### src/rtl/mem_arbiter_pkg.sv
// mem_arbiter_pkg: FSM state type, core-owner type and memory-state codes
// shared by mem_arbiter and its bench.
// Memory-state codes mirror riscv_defs.v. They are guarded so that an earlier
// inclusion of that file takes precedence.
`ifndef MEM_IDLE
`define MEM_IDLE 3'b000
`endif
`ifndef FETCH_DECODE
`define FETCH_DECODE 3'b001
`endif
`ifndef LOAD_STORE
`define LOAD_STORE 3'b010
`endif

package mem_arbiter_pkg;

   typedef enum logic [1:0] {
      ST_IDLE     = 2'd0,
      ST_GRANT_IF = 2'd1,
      ST_GRANT_LS = 2'd2,
      ST_GRANT_LD = 2'd3
   } arb_state_e;

   typedef enum logic {
      CORE_IF = 1'b0,
      CORE_LS = 1'b1
   } core_e;

   localparam logic [2:0] MEM_STATE_IDLE  = `MEM_IDLE;
   localparam logic [2:0] MEM_STATE_FETCH = `FETCH_DECODE;
   localparam logic [2:0] MEM_STATE_LS    = `LOAD_STORE;

   // On a fetch/load-store tie, the core that was not served last wins.
   function automatic arb_state_e tie_winner(input core_e last_core);
      return (last_core == CORE_IF) ? ST_GRANT_LS : ST_GRANT_IF;
   endfunction

endpackage

### src/rtl/mem_arbiter.sv
// mem_arbiter: shares one dual-port memory between instruction fetch (port A),
// load/store (port B) and an optional loader (port B, full-word writes).
// Each access takes an arbitration cycle and a grant cycle.
// Optional feature macro: MEM_ARB_LOADER_EN enables the ld_* port and GRANT_LD.
//
// state       | meaning
// ------------+----------------------------------------------------------
// ST_IDLE     | arbitrate among requesters; any rvalid of the last access
// ST_GRANT_IF | fetch owns port A for one cycle
// ST_GRANT_LS | load/store owns port B for one cycle
// ST_GRANT_LD | loader writes a full word on port B for one cycle
module mem_arbiter
   import mem_arbiter_pkg::*;
#(
   parameter int ADDR_WIDTH = 14,
   parameter int NUM_COL    = 4,
   parameter int COL_WIDTH  = 8,
   localparam int DATA_WIDTH = NUM_COL * COL_WIDTH
) (
   input  logic                  clk_i,
   input  logic                  rst_i,

   input  logic                  if_req_i,
   input  logic [ADDR_WIDTH-1:0] if_addr_i,
   output logic                  if_gnt_o,
   output logic                  if_rvalid_o,
   output logic [DATA_WIDTH-1:0] if_rdata_o,

   input  logic                  ls_req_i,
   input  logic [NUM_COL-1:0]    ls_we_i,
   input  logic [ADDR_WIDTH-1:0] ls_addr_i,
   input  logic [DATA_WIDTH-1:0] ls_wdata_i,
   output logic                  ls_gnt_o,
   output logic                  ls_rvalid_o,
   output logic [DATA_WIDTH-1:0] ls_rdata_o,

`ifdef MEM_ARB_LOADER_EN
   input  logic                  ld_req_i,
   input  logic [ADDR_WIDTH-1:0] ld_addr_i,
   input  logic [DATA_WIDTH-1:0] ld_wdata_i,
   output logic                  ld_gnt_o,
`endif
   output logic                  core_stall_o,

   output logic [2:0]            mem_state_o,
   output logic                  mem_ena_a_o,
   output logic [ADDR_WIDTH-1:0] mem_addr_a_o,
   input  logic [DATA_WIDTH-1:0] mem_dout_a_i,
   output logic                  mem_ena_b_o,
   output logic [NUM_COL-1:0]    mem_we_b_o,
   output logic [ADDR_WIDTH-1:0] mem_addr_b_o,
   output logic [DATA_WIDTH-1:0] mem_din_b_o,
   input  logic [DATA_WIDTH-1:0] mem_dout_b_i
);

   arb_state_e state_q;
   arb_state_e state_d;
   core_e      last_core_q;
   logic       if_rvalid_q;
   logic       ls_rvalid_q;

   // State register.
   always_ff @(posedge clk_i) begin
      if (rst_i) begin
         state_q <= ST_IDLE;
      end else begin
         state_q <= state_d;
      end
   end

   // Read-valid flags trail the grant by one cycle; fairness tracks core grants only.
   always_ff @(posedge clk_i) begin
      if (rst_i) begin
         last_core_q <= CORE_IF;
         if_rvalid_q <= 1'b0;
         ls_rvalid_q <= 1'b0;
      end else begin
         if_rvalid_q <= (state_q == ST_GRANT_IF);
         ls_rvalid_q <= (state_q == ST_GRANT_LS) && (ls_we_i == '0);
         if (state_q == ST_GRANT_IF) begin
            last_core_q <= CORE_IF;
         end else if (state_q == ST_GRANT_LS) begin
            last_core_q <= CORE_LS;
         end
      end
   end

   // Next-state arbitration and memory/grant outputs decoded from the current state.
   always_comb begin
      state_d      = ST_IDLE;
      mem_state_o  = MEM_STATE_IDLE;
      mem_ena_a_o  = 1'b0;
      mem_addr_a_o = '0;
      mem_ena_b_o  = 1'b0;
      mem_we_b_o   = '0;
      mem_addr_b_o = '0;
      mem_din_b_o  = '0;
      if_gnt_o     = 1'b0;
      ls_gnt_o     = 1'b0;
`ifdef MEM_ARB_LOADER_EN
      ld_gnt_o     = 1'b0;
`endif
      unique case (state_q)
         ST_IDLE: begin
`ifdef MEM_ARB_LOADER_EN
            if (ld_req_i) begin
               state_d = ST_GRANT_LD;
            end else
`endif
            if (if_req_i && ls_req_i) begin
               state_d = tie_winner(last_core_q);
            end else if (if_req_i) begin
               state_d = ST_GRANT_IF;
            end else if (ls_req_i) begin
               state_d = ST_GRANT_LS;
            end
         end
         ST_GRANT_IF: begin
            mem_state_o  = MEM_STATE_FETCH;
            mem_ena_a_o  = 1'b1;
            mem_addr_a_o = if_addr_i;
            if_gnt_o     = 1'b1;
         end
         ST_GRANT_LS: begin
            mem_state_o  = MEM_STATE_LS;
            mem_ena_b_o  = 1'b1;
            mem_we_b_o   = ls_we_i;
            mem_addr_b_o = ls_addr_i;
            mem_din_b_o  = ls_wdata_i;
            ls_gnt_o     = 1'b1;
         end
`ifdef MEM_ARB_LOADER_EN
         ST_GRANT_LD: begin
            mem_state_o  = MEM_STATE_LS;
            mem_ena_b_o  = 1'b1;
            mem_we_b_o   = '1;
            mem_addr_b_o = ld_addr_i;
            mem_din_b_o  = ld_wdata_i;
            ld_gnt_o     = 1'b1;
         end
`endif
         default: ;
      endcase
   end

`ifdef MEM_ARB_LOADER_EN
   assign core_stall_o = ld_req_i || (state_q == ST_GRANT_LD);
`else
   assign core_stall_o = 1'b0;
`endif

   assign if_rvalid_o = if_rvalid_q;
   assign ls_rvalid_o = ls_rvalid_q;
   assign if_rdata_o  = mem_dout_a_i;
   assign ls_rdata_o  = mem_dout_b_i;

endmodule

### config.mk
export PLATFORM = sky130hd
export DESIGN_NAME = mem_arbiter
export DESIGN_NICKNAME = d
export VERILOG_FILES = /design/src/rtl/mem_arbiter_pkg.sv /design/src/rtl/mem_arbiter.sv
export SDC_FILE = /design/constraint.sdc
export NUM_CORES = 1
export LEC_CHECK = 0
export CORE_AREA = 2 2 104 106
export DETAILED_ROUTE_END_ITERATION = 10
export DIE_AREA = 0 0 106 108
export GPL_ROUTABILITY_DRIVEN = 0
export PLACE_DENSITY = 0.55
export SLEW_MARGIN = 0
export SYNTH_ARGS = -nofsm -noshare
export SYNTH_HDL_FRONTEND = slang
export SYNTH_SLANG_ARGS = --single-unit
### constraint.sdc
create_clock -name clk_i -period 2.6 [get_ports clk_i]
set_input_delay 0.52 -clock clk_i [delete_from_list [all_inputs] [get_ports clk_i]]
set_output_delay 0.52 -clock clk_i [all_outputs]
set_load 0.1 [all_outputs]
# After elaboration in Yosys (flattened, before gate mapping)
# Cells that the tools add are included.
[word_totals] inputBits=132 wordCells=24 register_bits=5 out_inout_bits=138
[classes] eq_ne=2 bitwise=1 n_reduce_logical=6 muxes=11
[ops] op="32-bit two-way mux" count=1
[ops] op="14-bit two-way mux" count=2
[ops] op="2-bit two-way mux" count=4
[ops] op="4-bit logical NOT" count=1
[ops] op="4-bit two-way mux" count=1
[ops] op="2-bit case mux with 2 select lines" count=1
[ops] op="2-bit OR reduction" count=2
[ops] op="2-bit by 1-bit == test with 1-bit output (second input constant)" count=1
[ops] op="2-bit == test (second input constant)" count=1
[ops] op="1-bit logical AND" count=2
[ops] op="2-bit logical NOT" count=1
[ops] op="1-bit two-way mux" count=2
[ops] op="1-bit inverter" count=1

# Longest topological paths before layout
[logic_depth] depth_word=3 depth_mapped=4 depth_no_buf=3

# Worst setup path before layout
# No wires, ideal clock.
[synth_timing] path_kind="register to output" startpoint="reg state_q[0]" endpoint="out mem_addr_a_o[10]" n_path_buf=1 arrival_ps=1652 required_time_ps=2080 stages_incl_launch_ff=4 setup_slack_ps=428 cell_sequence="dfxtp_1 -> nor2b_4 -> buf_4 -> and2_1"
[synth_via] elab_chain_cells=2
[synth_lines] element="start, declared" line="mem_arbiter.sv:56" rtl="arb_state_e state_q;"
[synth_lines] element="start signal, assigned" line="mem_arbiter.sv:67" rtl="state_q <= state_d;"
[synth_lines] element="2-bit by 1-bit == test with 1-bit output" line="mem_arbiter.sv:103" rtl="unique case (state_q)"
[synth_lines] element="14-bit two-way mux" line="mem_arbiter.sv:103"
[synth_lines] element="end, declared" line="mem_arbiter.sv:47" rtl="output logic [ADDR_WIDTH-1:0] mem_addr_a_o,"
# No other way between the ends.

# Worst setup path in the final report
[layout_timing] startpoint="reg state_q[1]" endpoint="out mem_din_b_o[4]"
[layout_via] elab_chain_cells=2
[layout_lines] element="2-bit == test" line="mem_arbiter.sv:103"
[layout_lines] element="32-bit two-way mux" line="mem_arbiter.sv:103"
[layout_lines] element="end, declared" line="mem_arbiter.sv:52" rtl="output logic [DATA_WIDTH-1:0] mem_din_b_o,"
# No other way between the ends.

==> impl_metrics.env <==
export IMPL_outcome="finished clean"
export IMPL_maxCapViolCount=0
export IMPL_final_antenna_net_count=0
export IMPL_drive_above_1_share_pct=38.8
export IMPL_grt_pass1_wl_um=6340
export IMPL_cts_inserted_buffers=3
export IMPL_synth_seq_cells=5
export IMPL_powerDensity_nw_per_um2=331
export IMPL_initial_core_util_pct=11.7
export IMPL_drv_slew=0
export IMPL_hold_viol_final=0
export IMPL_post_cts_buffers=0
export IMPL_synth_top_area_share_pct=44.4
export IMPL_mostFrequentLayoutCells="67 x clkdlybuf4s50_1, 64 x buf_12, 54 x and2_1, 10 x and2_2, 8 x buf_4"
export IMPL_coreArea_um2=10200
export IMPL_avgRoutedWirePerCell_um=11.6
export IMPL_nets=360
export IMPL_clk_pin_slew_ns=0.04
export IMPL_yosys_warnings=0
export IMPL_synthTopCellsByArea="buf_4 44%, and2_1 28%, dfxtp_1 8.3%"
export IMPL_ir_drop_mv=0.210
export IMPL_fin_crit_ns=2.02
export IMPL_rsz0062_at_grt="no"
export IMPL_clock_skew_ns=0.00194
export IMPL_h_tree_depth=1
export IMPL_num_rows=37
export IMPL_critPathArrivalTime_ns=1.50
export IMPL_yosys_area_top_type="buf_4"
export IMPL_path_cells="nand2b_4 > inv_6 > and2_1 > buf_12"
export IMPL_timing_fmax_mhz=496
export IMPL_grt_max_degree=54
export IMPL_finalSetupViolCount=0
export IMPL_dpl_cell_count=359
export IMPL_grt_overflow=0
export IMPL_gr_usage_met3_pct=3.44
export IMPL_cts_resized_gates=0
export IMPL_pre_cts_ws_ns=0.696
export IMPL_hpwlAfterDp_um=3640
export IMPL_grt_antenna_before_repair=0
export IMPL_synthCells=159
export IMPL_drt_iter0_markers=43
export IMPL_n_antenna_cell=0
export IMPL_numPortBuffers=139
export IMPL_dieArea_um2=11400
export IMPL_syn_avg_cell_area_um2=7.55
export IMPL_worstSetupPathType="register to primary output"
export IMPL_syn_to_final_growth_pct=137
export IMPL_clock_latency_ns=0.22
export IMPL_min_path_type="register to register"
export IMPL_globalRouteMet1Util_pct=6.29
export IMPL_finalWorstSetupSlack_ns=0.585
export IMPL_cts_tree="done"
export IMPL_cp_end_kind="primary output"
export IMPL_cp_slowest_stage_delay_ns=0.44
export IMPL_synth_distinct_cells=17
export IMPL_cts_num_sinks=5
export IMPL_final_setup_tns_ns=0
export IMPL_finalCritPeriodShare_pct=77.5
export IMPL_final_common_cell="clkdlybuf4s50_1"
export IMPL_ctsHoldBuffers=0
export IMPL_crit_path_start_kind="register"
export IMPL_firstDrtPassIters=2
export IMPL_drc=0
export IMPL_clk_path_buf_depth=2
export IMPL_worstPathRequired_ns=2.08
export IMPL_globalRouteMet2Util_pct=12.4
export IMPL_synth_seq_area_share_pct=8.33
export IMPL_dieWidth_um=106
export IMPL_netlist_area_um2=1200
export IMPL_instances_no_fill=363
export IMPL_drt_total_wl_um=4220
export IMPL_grt_pass1_vias=1215
export IMPL_vias=1167
export IMPL_slowest_stage="dfxtp_1"
export IMPL_fp_dieH_um=108
export IMPL_busiest_layer="met2"
export IMPL_path_max_fanout=53
export IMPL_grt_usage_pct=6.94
export IMPL_num_io_pins=270
export IMPL_viasPerCell=3.21
export IMPL_cts_root_buf="clkbuf_8"
export IMPL_p_leak_nw=1.14
-- cell families after synthesis --
kind of cell	Yosys count	synth area share, %
other cells	1	0.312
simple gates	75	41.0
compound gates	1	0.521
buf+inv	77	49.8
flops	5	8.33
-- critical path, delay by kind of cell (launching register included) --
family | cells | cell delay (ns)
flip-flops | 1 | 0.44
buffers and inverters | 2 | 0.42
AND/OR/NAND/NOR | 2 | 0.37
-- flip-flops by register name (all words and copies together) (netlist names) --
| register | cells |
|---|---|
| last_core_q | 1 |
| ls_rvalid_o | 1 |
| if_rvalid_o | 1 |
| state_q | 2 |
-- area by class of cell --
type                            count  area, um^2
Clock buffer                        4        45.0
Fill cell                        1091        7390
Inverter                            1        8.76
Multi-Input combinational cell     78         507
Sequential cell                     5         100
Tap cell                          136         170
Timing Repair Buffer              139        2010
-- per-layer routing --
metal  share of wire [%]  up-vias
li1                    -      540
met1                  32      497
met4                 3.1        0
met3                  16       16
met5                   0        -
met2                  49      114
-- synthesized netlist by cell type --
master / n
buf_4: 71
and2_1: 54
and2_2: 10
buf_6: 5
dfxtp_1: 5
and3_1: 2
nand2b_1: 2
conb_1: 1
inv_6: 1
nand2_1: 1
nand2b_4: 1
nor2b_1: 1
nor2b_4: 1
nor3_1: 1
nor4_1: 1
o22ai_1: 1
or3_1: 1
-- per-stage QoR --
stage	hold slack (ns)	util, %	area [um^2]	power [mW]
2_1_floorplan	0.468	-	1200	0.979
3_5_place_dp	0.486	27.3	2800	0.804
5_1_grt	0.525	27.8	2840	0.970
6_report	0.497	27.8	2840	0.941
3_3_place_gp	0.484	27.3	2800	0.802
4_1_cts	0.497	27.8	2840	0.951
-- worst paths after layout --
check / startpoint / to / slack (ns) / cells past startpoint
max reg2reg: state_q[0]$_SDFF_PP0_ / last_core_q$_SDFFE_PP0N_ / 1.65 / 2
max: state_q[1]$_SDFF_PP0_ / mem_din_b_o[4] / 0.58 / 4
min: last_core_q$_SDFFE_PP0N_ / last_core_q$_SDFFE_PP0N_ / 0.50 / 2
min reg2reg: last_core_q$_SDFFE_PP0N_ / last_core_q$_SDFFE_PP0N_ / 0.50 / 2
-- where the power goes --
part | internal, mW | switching, mW | total, mW | leakage (nW)
logic | 0.274 | 0.441 | 0.714 | 1.07
clock network | 0.105 | 0.0363 | 0.141 | 0.0228
registers | 0.0811 | 0.00375 | 0.0849 | 0.0409
total | 0.460 | 0.481 | 0.941 | 1.14
No activity file was read; power rests on OpenSTA's default activity.
